### src/rtl/balanca_pkg.sv
// Shared types and constants for the weighing-scale price controller.
package balanca_pkg;

  localparam int W_PESO = 14;
  localparam int W_CENT = 9;
  localparam int W_PROD = 23;
  localparam int W_TOTC = 14;

  // Divisors; named with a K_ prefix so they do not clash with the state names
  localparam int K_DIV_MIL = 1000;
  localparam int K_DIV_CEM = 100;

  localparam int CICLOS_MUL     = 14;
  localparam int CICLOS_DIV_MIL = 23;
  localparam int CICLOS_DIV_CEM = 14;

  // Width of the step counter inside the divider (must hold CICLOS_DIV_MIL)
  localparam int W_PASSOS = 5;

  typedef enum logic [2:0] {
    IDLE,
    ESPERA,
    MUL,
    DIV_MIL,
    DIV_CEM,
    DONE
  } estado_t;

endpackage

### src/rtl/balanca_controlador_divisor_restauracao.sv
// One-bit-per-cycle restoring divider. The start cycle already performs the
// first iteration from the input operands, so an N-step division finishes on
// the N-th edge counted from the start edge. done_o flags the cycle whose
// edge performs the last iteration; the results are then held until the
// next start. Dividends narrower than W must be left-aligned by the caller.
module divisor_restauracao
  import balanca_pkg::*;
#(
  parameter int W  = W_PROD,
  parameter int WC = W_PASSOS
) (
  input  logic          clk,
  input  logic          rst_n,
  input  logic          start_i,
  input  logic [W-1:0]  dividendo_i,
  input  logic [W-1:0]  divisor_i,
  input  logic [WC-1:0] n_passos_i,
  output logic [W-1:0]  quociente_o,
  output logic [W-1:0]  resto_o,
  output logic          ocupado_o,
  output logic          done_o
);

  logic [W-1:0]  resto_q, resto_d;
  logic [W-1:0]  quoc_q, quoc_d;
  logic [WC-1:0] cnt_q;
  logic          ocupado_q;

  // One restoring iteration, taken from the inputs on start, else from state
  always_comb begin
    logic [W-1:0] resto_base;
    logic [W-1:0] quoc_base;
    logic [W-1:0] resto_sh;
    logic         bit_q;
    resto_base = start_i ? '0 : resto_q;
    quoc_base  = start_i ? dividendo_i : quoc_q;
    resto_sh   = {resto_base[W-2:0], quoc_base[W-1]};
    bit_q      = (resto_sh >= divisor_i);
    resto_d    = bit_q ? (resto_sh - divisor_i) : resto_sh;
    quoc_d     = {quoc_base[W-2:0], bit_q};
  end

  // Iteration registers and step down-counter
  always_ff @(posedge clk or negedge rst_n) begin
    if (!rst_n) begin
      resto_q   <= '0;
      quoc_q    <= '0;
      cnt_q     <= '0;
      ocupado_q <= 1'b0;
    end else if (start_i) begin
      resto_q   <= resto_d;
      quoc_q    <= quoc_d;
      cnt_q     <= n_passos_i - WC'(1);
      ocupado_q <= 1'b1;
    end else if (ocupado_q) begin
      resto_q <= resto_d;
      quoc_q  <= quoc_d;
      cnt_q   <= cnt_q - WC'(1);
      if (cnt_q == WC'(1)) ocupado_q <= 1'b0;
    end
  end

  assign quociente_o = quoc_q;
  assign resto_o     = resto_q;
  assign ocupado_o   = ocupado_q;
  assign done_o      = ocupado_q && (cnt_q == WC'(1));

endmodule

### src/rtl/balanca_controlador.sv
// Price controller for the weighing scale: stability detection, tare
// register and price = centimos * (weight - tare) via shift-add multiply and
// two passes of a shared restoring divider. Result reaches DONE 51 edges
// after the operand-latching edge.
// Optional: define BALANCA_ARREDONDA_EN to round the total cents to nearest
// (remainder >= 500) instead of truncating.
//
// state   | meaning
// IDLE    | waiting for tare / weigh pulses
// ESPERA  | weigh requested, waiting for a stable sample
// MUL     | 14-cycle shift-add product
// DIV_MIL | 23-cycle divide of product by 1000 (total cents)
// DIV_CEM | 14-cycle divide of total cents by 100 (euros / cents)
// DONE    | result valid, waiting for out_ready
module balanca_controlador
  import balanca_pkg::*;
#(
  parameter int STABLE_CNT = 8,
  parameter int TARA_RESET = 40
) (
  input  logic              clk,
  input  logic              rst_n,
  input  logic [W_PESO-1:0] peso_gramas_i,
  input  logic              peso_valido_i,
  input  logic [W_CENT-1:0] centimos_i,
  input  logic              botao_tara_i,
  input  logic              botao_pesar_i,
  input  logic              out_ready_i,
  output logic              out_valid_o,
  output logic [W_TOTC-1:0] preco_inteiro_o,
  output logic [6:0]        preco_fracao_o,
  output logic [W_PESO-1:0] tara_atual_o,
  output logic              estavel_o,
  output logic              erro_tara_o,
  output logic              ocupado_o
);

  localparam logic [7:0]        EST_MAX  = 8'(STABLE_CNT);
  localparam logic [W_PESO-1:0] TARA_INI = W_PESO'(TARA_RESET);

  estado_t estado_q, estado_d;

  logic [W_PESO-1:0] amostra_q;
  logic [7:0]        cnt_est_q;
  logic [W_PESO-1:0] tara_q;
  logic              estavel;

  logic [W_PROD-1:0] mcand_q;
  logic [W_PESO-1:0] mplier_q;
  logic [W_PROD-1:0] prod_q;
  logic [3:0]        cnt_mul_q;
  logic              erro_r_q;
  logic              erro_tara_q;

  logic [W_PESO-1:0] net;
  logic [W_TOTC-1:0] totc;

  logic                div_start;
  logic [W_PROD-1:0]   div_dividendo;
  logic [W_PROD-1:0]   div_divisor;
  logic [W_PASSOS-1:0] div_passos;
  logic [W_PROD-1:0]   div_quoc;
  logic [W_PROD-1:0]   div_resto;
  logic                div_ocupado;
  logic                div_done;
  logic                unused_bits;

  assign estavel = (cnt_est_q == EST_MAX);
  assign net     = (amostra_q >= tara_q) ? (amostra_q - tara_q) : '0;

  // Total cents handed to the second division, optionally rounded
`ifdef BALANCA_ARREDONDA_EN
  assign totc = div_quoc[W_TOTC-1:0] + W_TOTC'(div_resto >= W_PROD'(500));
`else
  assign totc = div_quoc[W_TOTC-1:0];
`endif

  // Quotient/remainder upper bits are always zero for these operand ranges
  assign unused_bits = ^{div_quoc[W_PROD-1:W_TOTC], div_resto[W_PROD-1:7]};

  // State register
  always_ff @(posedge clk or negedge rst_n) begin
    if (!rst_n) estado_q <= IDLE;
    else        estado_q <= estado_d;
  end

  // Next-state logic; tare pulse takes priority over a simultaneous weigh pulse
  always_comb begin
    estado_d = estado_q;
    unique case (estado_q)
      IDLE:    if (botao_pesar_i && !botao_tara_i) estado_d = ESPERA;
      ESPERA:  if (estavel) estado_d = MUL;
      MUL:     if (cnt_mul_q == 4'd0) estado_d = DIV_MIL;
      DIV_MIL: if (div_done) estado_d = DIV_CEM;
      DIV_CEM: if (div_done) estado_d = DONE;
      DONE:    if (out_ready_i) estado_d = IDLE;
      default: estado_d = IDLE;
    endcase
  end

  // Outputs and divider control; the divider is idle and holds its result in DONE
  always_comb begin
    out_valid_o     = (estado_q == DONE);
    ocupado_o       = (estado_q != IDLE);
    preco_inteiro_o = '0;
    preco_fracao_o  = '0;
    if (estado_q == DONE) begin
      preco_inteiro_o = div_quoc[W_TOTC-1:0];
      preco_fracao_o  = div_resto[6:0];
    end
    div_start     = ((estado_q == DIV_MIL) || (estado_q == DIV_CEM)) && !div_ocupado;
    div_dividendo = prod_q;
    div_divisor   = W_PROD'(K_DIV_MIL);
    div_passos    = W_PASSOS'(CICLOS_DIV_MIL);
    if (estado_q == DIV_CEM) begin
      div_dividendo = {totc, {(W_PROD-W_TOTC){1'b0}}};
      div_divisor   = W_PROD'(K_DIV_CEM);
      div_passos    = W_PASSOS'(CICLOS_DIV_CEM);
    end
  end

  // Stability counter, independent of the FSM state
  always_ff @(posedge clk or negedge rst_n) begin
    if (!rst_n) begin
      amostra_q <= '0;
      cnt_est_q <= '0;
    end else if (peso_valido_i) begin
      if (peso_gramas_i == amostra_q) begin
        if (cnt_est_q != EST_MAX) cnt_est_q <= cnt_est_q + 8'd1;
      end else begin
        amostra_q <= peso_gramas_i;
        cnt_est_q <= 8'd1;
      end
    end
  end

  // Tare capture, only from IDLE with a stable reading
  always_ff @(posedge clk or negedge rst_n) begin
    if (!rst_n)                                          tara_q <= TARA_INI;
    else if ((estado_q == IDLE) && botao_tara_i && estavel) tara_q <= amostra_q;
  end

  // Operand latch and shift-add multiplier
  always_ff @(posedge clk or negedge rst_n) begin
    if (!rst_n) begin
      mcand_q   <= '0;
      mplier_q  <= '0;
      prod_q    <= '0;
      cnt_mul_q <= '0;
      erro_r_q  <= 1'b0;
    end else if ((estado_q == ESPERA) && estavel) begin
      mcand_q   <= W_PROD'(centimos_i);
      mplier_q  <= net;
      prod_q    <= '0;
      cnt_mul_q <= 4'(CICLOS_MUL - 1);
      erro_r_q  <= (amostra_q < tara_q);
    end else if (estado_q == MUL) begin
      if (mplier_q[0]) prod_q <= prod_q + mcand_q;
      mcand_q   <= {mcand_q[W_PROD-2:0], 1'b0};
      mplier_q  <= {1'b0, mplier_q[W_PESO-1:1]};
      cnt_mul_q <= cnt_mul_q - 4'd1;
    end
  end

  // Error flag published together with the result on entry to DONE
  always_ff @(posedge clk or negedge rst_n) begin
    if (!rst_n)                                   erro_tara_q <= 1'b0;
    else if ((estado_q == DIV_CEM) && div_done)  erro_tara_q <= erro_r_q;
  end

  divisor_restauracao #(
    .W  (W_PROD),
    .WC (W_PASSOS)
  ) u_div (
    .clk         (clk),
    .rst_n       (rst_n),
    .start_i     (div_start),
    .dividendo_i (div_dividendo),
    .divisor_i   (div_divisor),
    .n_passos_i  (div_passos),
    .quociente_o (div_quoc),
    .resto_o     (div_resto),
    .ocupado_o   (div_ocupado),
    .done_o      (div_done)
  );

  assign tara_atual_o = tara_q;
  assign estavel_o    = estavel;
  assign erro_tara_o  = erro_tara_q;

endmodule

### config.mk
export PLATFORM = sky130hd
export DESIGN_NAME = balanca_controlador
export DESIGN_NICKNAME = d
export VERILOG_FILES = /design/src/rtl/balanca_pkg.sv /design/src/rtl/balanca_controlador_divisor_restauracao.sv /design/src/rtl/balanca_controlador.sv
export SDC_FILE = /design/constraint.sdc
export NUM_CORES = 1
export LEC_CHECK = 0
export CAP_MARGIN = 20
export CORE_MARGIN = 10
export CORE_UTILIZATION = 35
export DETAILED_ROUTE_END_ITERATION = 10
export GPL_TIMING_DRIVEN = 0
export HOLD_SLACK_MARGIN = 0.15
export PLACE_DENSITY = 0.6
export SLEW_MARGIN = 20
export SYNTH_ARGS = -nofsm -noshare
export SYNTH_HDL_FRONTEND = slang
export SYNTH_HIERARCHICAL = 1
export SYNTH_SLANG_ARGS = --single-unit
### constraint.sdc
create_clock -name clk -period 6.3 [get_ports clk]
set_input_delay 1.575 -clock clk [delete_from_list [all_inputs] [get_ports clk]]
set_output_delay 1.575 -clock clk [all_outputs]
set_load 0.1 [all_outputs]
After elaboration in Yosys (flattened, before gate mapping) --
Cells that the tools add are included.
Storage, ports and cells: word-level logic and storage cells 97, bits in registers 156
Operators by class: add/subtract/negate cells 7, order comparisons 3, equal/unequal tests 16, reduce and logical (&&, ||, !) cells 20, bitwise operators 1, multiplexer cells 36
Operators by type and width (count):
- 2-to-1 mux 23 bit | 9
- 2-to-1 mux 22 bit | 4
- 2-to-1 mux 14 bit | 4
- adder 23 bit | 1
- greater-or-equal comparator 23 x 10 -> 1 bit | 1
- subtractor 22 x 10 -> 22 bit | 1
- 2-to-1 mux 3 bit | 6
- case mux 3 bit (6 select lines) | 1
- 2-to-1 mux 8 bit | 2
- 2-to-1 mux 5 bit | 3
- == test 14 bit | 1
- greater-or-equal comparator 14 bit | 1
- < comparator 14 bit | 1
- subtractor 14 bit | 1
- != test 2 bit (second input constant) | 6
- 2-to-1 mux 10 bit | 1
- subtractor 5 x 1 -> 5 bit (second input constant) | 2
- adder 8 x 1 -> 8 bit (second input constant) | 1
- == test 8 x 4 -> 1 bit (second input constant) | 1
- 2-to-1 mux 4 bit | 2
- != test 8 x 4 -> 1 bit (second input constant) | 1
- logical AND 1 bit | 7
- 2-to-1 mux 7 bit | 1
- == test 3 x 2 -> 1 bit (second input constant) | 2
- 15 further kinds | 23

Longest topological paths before layout --
depth after elaboration 8, depth in mapped cells 22, mapped depth without buffers 15

Modules after synthesis --
Netlist, hierarchy kept.
By module, submodules not included:
- balanca_controlador | area an instance 6807.8 um^2, times used 1, cells each 749
- divisor_restauracao | area an instance 3973.8 um^2, times used 1, cells each 467

Worst setup path after synthesis --
No wires, ideal clock.
kind register to register, start point register estado_q[2], end point register u_div.resto_q[0] (netlist: u_div/resto_o[0]), path slack 1.553 ns, stages on the path, launching flop included 21, setup time 0.077 ns, data arrival time 4.670 ns, clock period less this slack 4.747 ns, cell sequence dfrtp_1 -> buf_2 -> inv_1 -> nor3_2 -> clkbuf_1 -> a21oi_1 -> nor2_1 -> clkbuf_1 -> clkbuf_1 -> clkbuf_1 -> nor2b_1 -> ha_1 -> a21o_1 -> a21o_1 -> a2111oi_0 -> nor3_1 -> a41o_1 -> a21oi_2 -> buf_6 -> mux2_2 -> a21oi_1
On the way: elaborated cells between the ends (all ways) 14
RTL lines:
- from (decl) | line balanca_controlador.sv:41 | estado_t estado_q, estado_d;
- from (signal assigned) | line balanca_controlador.sv:84 | else estado_q <= estado_d;
- == test 3 bit (*) | line balanca_controlador.sv:115 | if (estado_q == DIV_CEM) begin
- 2-to-1 mux 10 bit (*) | line balanca_controlador.sv:115
- net div_divisor[2] | line balanca_controlador.sv:60 | logic [W_PROD-1:0] div_divisor;
- greater-or-equal comparator 23 x 10 -> 1 bit (*) | line balanca_controlador_divisor_restauracao.sv:38 | bit_q = (resto_sh >= divisor_i);
- 2-to-1 mux 22 bit (*) | line balanca_controlador_divisor_restauracao.sv:39 | resto_d = bit_q ? (resto_sh - divisor_i) : resto_sh;
- 2-to-1 mux 22 bit | line balanca_controlador_divisor_restauracao.sv:55 | end else if (ocupado_q) begin
- 2-to-1 mux 22 bit (*) | line balanca_controlador_divisor_restauracao.sv:50 | end else if (start_i) begin
- to (signal assigned) | line balanca_controlador_divisor_restauracao.sv:51 | resto_q <= resto_d;
- to (signal assigned) | line balanca_controlador_divisor_restauracao.sv:56 | resto_q <= resto_d;
- to (decl) | line balanca_controlador_divisor_restauracao.sv:24 | logic [W-1:0] resto_q, resto_d;
The timed path passes the listed nets; every way through them passes the cells marked *. The select of a mux whose other input is x is not followed. A chain may end at the register's enable or synchronous reset.

Worst setup path after layout --
start point register estado_q[2], end point register u_div.resto_q[11] (netlist: u_div/resto_o[11])
On the way: elaborated cells between the ends (all ways) 14
RTL lines (line):
- == test 3 bit (*) | balanca_controlador.sv:115
- 2-to-1 mux 10 bit (*) | balanca_controlador.sv:115
- net div_divisor[2] | balanca_controlador.sv:60
- subtractor 22 x 10 -> 22 bit or greater-or-equal comparator 23 x 10 -> 1 bit (tied branches) | balanca_controlador_divisor_restauracao.sv:39, balanca_controlador_divisor_restauracao.sv:38
- 2-to-1 mux 22 bit (*) | balanca_controlador_divisor_restauracao.sv:39
- 2-to-1 mux 22 bit | balanca_controlador_divisor_restauracao.sv:55
- 2-to-1 mux 22 bit (*) | balanca_controlador_divisor_restauracao.sv:50
Marks and branches as above.

==> key figures <==
Status
  – Status: completed

Routing
  – Met3 WL: approximately 1200 microns
  – Drt total wl: 27700 microns
  – Vias per inst: 5.14
  – Met2 Wirelength: 12800 microns
  – Wire per inst: 16.1 microns
  – Top routing layer in use: met4
  – Antenna viol nets, final: 0
  – First DRT Iteration DRCs: 534
  – Met1 WL: 13400 microns
  – Vias after detailed routing: 8861
  – First-pass DRT Iterations: 5
  – DRC: 0

Global route
  – Vias in the first global route: ~8600
  – Antenna violations before repair: 0
  – GRT Total Usage: 14.5%
  – Gr ovfl total: 0
  – First-pass GRT wire length: 45600 microns
  – Largest net degree at the start of global routing: 84

Finish
  – Share of cells above drive strength 1: around 8.3%
  – Finished layout cell area: 12600 sq um
  – Ant diodes: 0
  – Layout Cells excl Fill: 1724
  – Final nets: 1418
  – Area growth syn-to-layout: 17.9%
  – Final core utilization: 42.2%

Placed design
  – Cells after DPL: 1692
  – Placement Setup Slack: -0.174 ns
  – GP Congestion: 0.881
  – HPWL Detailed: 21000 microns
  – Number of I/O port buffers: 67
  – Dpl cell area: 12000 sq um

Yosys
  – Synthesized cell area: approximately 11000 sq um
  – Syn Inst Count: 1207
  – Synth warn: 6
  – Syn_area_per_cell: 8.87 sq um

Timing
  – Hold Slack: 0.487 ns
  – Clock skew: about 0.013 ns
  – Final Critical Period: about 5.7 ns
  – Slew @ Worst Pin: 0.998 ns
  – Unrepaired setup endpoints after global routing: false
  – Max-slew violations: 0
  – Slew HR: 33.3%
  – Post-route worst setup slack: 0.600 ns
  – Final period utilization: 90.5%
  – FMAX: 0.175 GHz
  – Fin. Hold Viols: 0
  – Final setup fails: 0

Floorplanning
  – Core box area: roughly 30000 sq um
  – Row Count: 63
  – Die height: 195 microns
  – Die area: 38000 sq um
  – Initial Utilization: about 36%
  – Chip width: around 190 microns
  – Num ports: 68

Clocking
  – Register clock-pin slew on the reported worst setup and hold paths: 0.07 ns
  – H-tree depth: 4
  – Clk sinks: 156
  – Hold bufs inserted after CTS: 0
  – Root buffer cell: clkbuf_16
  – Num CTS Buffers: 17
  – Max clock buf depth: 2
  – CTS tree: yes
  – Worst skew pair latency: 0.44 ns
  – Post-CTS Setup Inserts: 0

Pwr
  – Leak Pwr: 0.00557 uW
  – Peak supply drop: 0.000144 V
  – Pwr dens: around 190 nW/um^2

Setup path
  – RR Endpoint: u_div/resto_o[11]
  – Worst setup path startpoint: estado_q[2]
  – R2R cell count: 22
  – Worst setup endpoint: u_div/resto_o[11]
  – Worst reg-to-reg setup slack: 0.60 ns
  – CP Launch Type: flip-flop
  – Reg2reg start: estado_q[2]
  – Critical Path AT: 5.99 ns
  – CP Capture Type: flip-flop
  – Critical Path Fanout Max: 12
  – Worst Path Required: 6.59 ns
  – WS Path Type: reg -> reg

Hold path
  – Worst hold path class: reg -> reg

Job
  – Maxcap violations: 0
## critical path, cell delays in order (launching register included)
cell	delay, ns
dfrtp_1	0.34
buf_2	0.22
inv_1	0.13
nor3_4	0.37
clkbuf_2	0.34
a21oi_1	0.11
nor2_2	0.34
clkbuf_2	0.37
clkbuf_1	0.49
clkbuf_1	0.51
nor2b_1	0.11
ha_1	0.29
clkbuf_1	0.26
nand4_1	0.22
nor2_1	0.13
nand3_1	0.08
or4_1	0.41
o211ai_1	0.12
a21oi_2	0.07
buf_6	0.16
buf_4	0.18
a31oi_1	0.17
o22ai_1	0.12
## cells in the final DEF (no fill, tap or decap), types with 36 or more instances in the layout
master           count
dfrtp_1            154
nand2_1            151
a21oi_1             83
o21ai_0             73
inv_1               68
clkdlybuf4s50_1     66
ha_1                65
nor2_1              54
nor2b_1             46
mux2i_1             43
xor2_1              42
clkbuf_1            37
mux2_2              36
## state kept, by name, summed over array words and instances, names as in the netlist
| signal | count |
|---|---|
| mcand_q | 23 |
| prod_q | 23 |
| u_div/quociente_o | 23 |
| u_div/resto_o | 22 |
| amostra_q | 14 |
| mplier_q | 14 |
| tara_atual_o | 14 |
| cnt_est_q | 8 |
| u_div/cnt_q | 5 |
| cnt_mul_q | 4 |
| estado_q | 3 |
| erro_r_q | 1 |
| erro_tara_o | 1 |
| u_div/ocupado_o | 1 |
## worst min-delay path by stage
stage              from       end  slack, ns  depth (start not counted)
2_1_floorplan  erro_r_q  erro_r_q       0.43                          2
3_3_place_gp   erro_r_q  erro_r_q       0.45                          2
3_5_place_dp   erro_r_q  erro_r_q       0.46                          2
4_1_cts        erro_r_q  erro_r_q       0.48                          2
5_1_grt        erro_r_q  erro_r_q       0.49                          2
6_report       erro_r_q  erro_r_q       0.49                          2
## area by class of cell
| type | count | area (sq um) |
|---|---|---|
| sequential | 156 | 3910 |
| inverter | 68 | 255 |
| fill | 3024 | 17300 |
| buffer | 61 | 274 |
| multi-input combinational | 949 | 6390 |
| timing repair buffer | 68 | 703 |
| tap | 390 | 488 |
| clock inverter | 14 | 176 |
| clock buffer | 18 | 439 |
## per-stage QoR
step | setup TNS [ns] | total power, uW
after floorplan | 0 | 1190
after global placement | -478.39 | 1270
after detailed placement | -2.54 | 1280
after CTS | 0 | 2380
after global routing | 0 | 2440
final | 0 | 2350
## report_power, final
part / switching, uW / internal (uW)
registers: 14.3 / 1010
clock network: 479 / 612
logic: 138 / 94.2
## what timing repair did
item / 4_1_cts / 5_1_grt
setup endpoints to repair: 23 / 23
cloned: 0 / 0
resized for setup: 2 / 5
## routing by layer
metal,vias to the layer above,global-route usage [%]
li1,4443,-
met1,4221,19.4
met2,176,23.3
met3,21,3.08
met4,0,3.18
met5,-,0
Power figures use the tool's default switching activity.
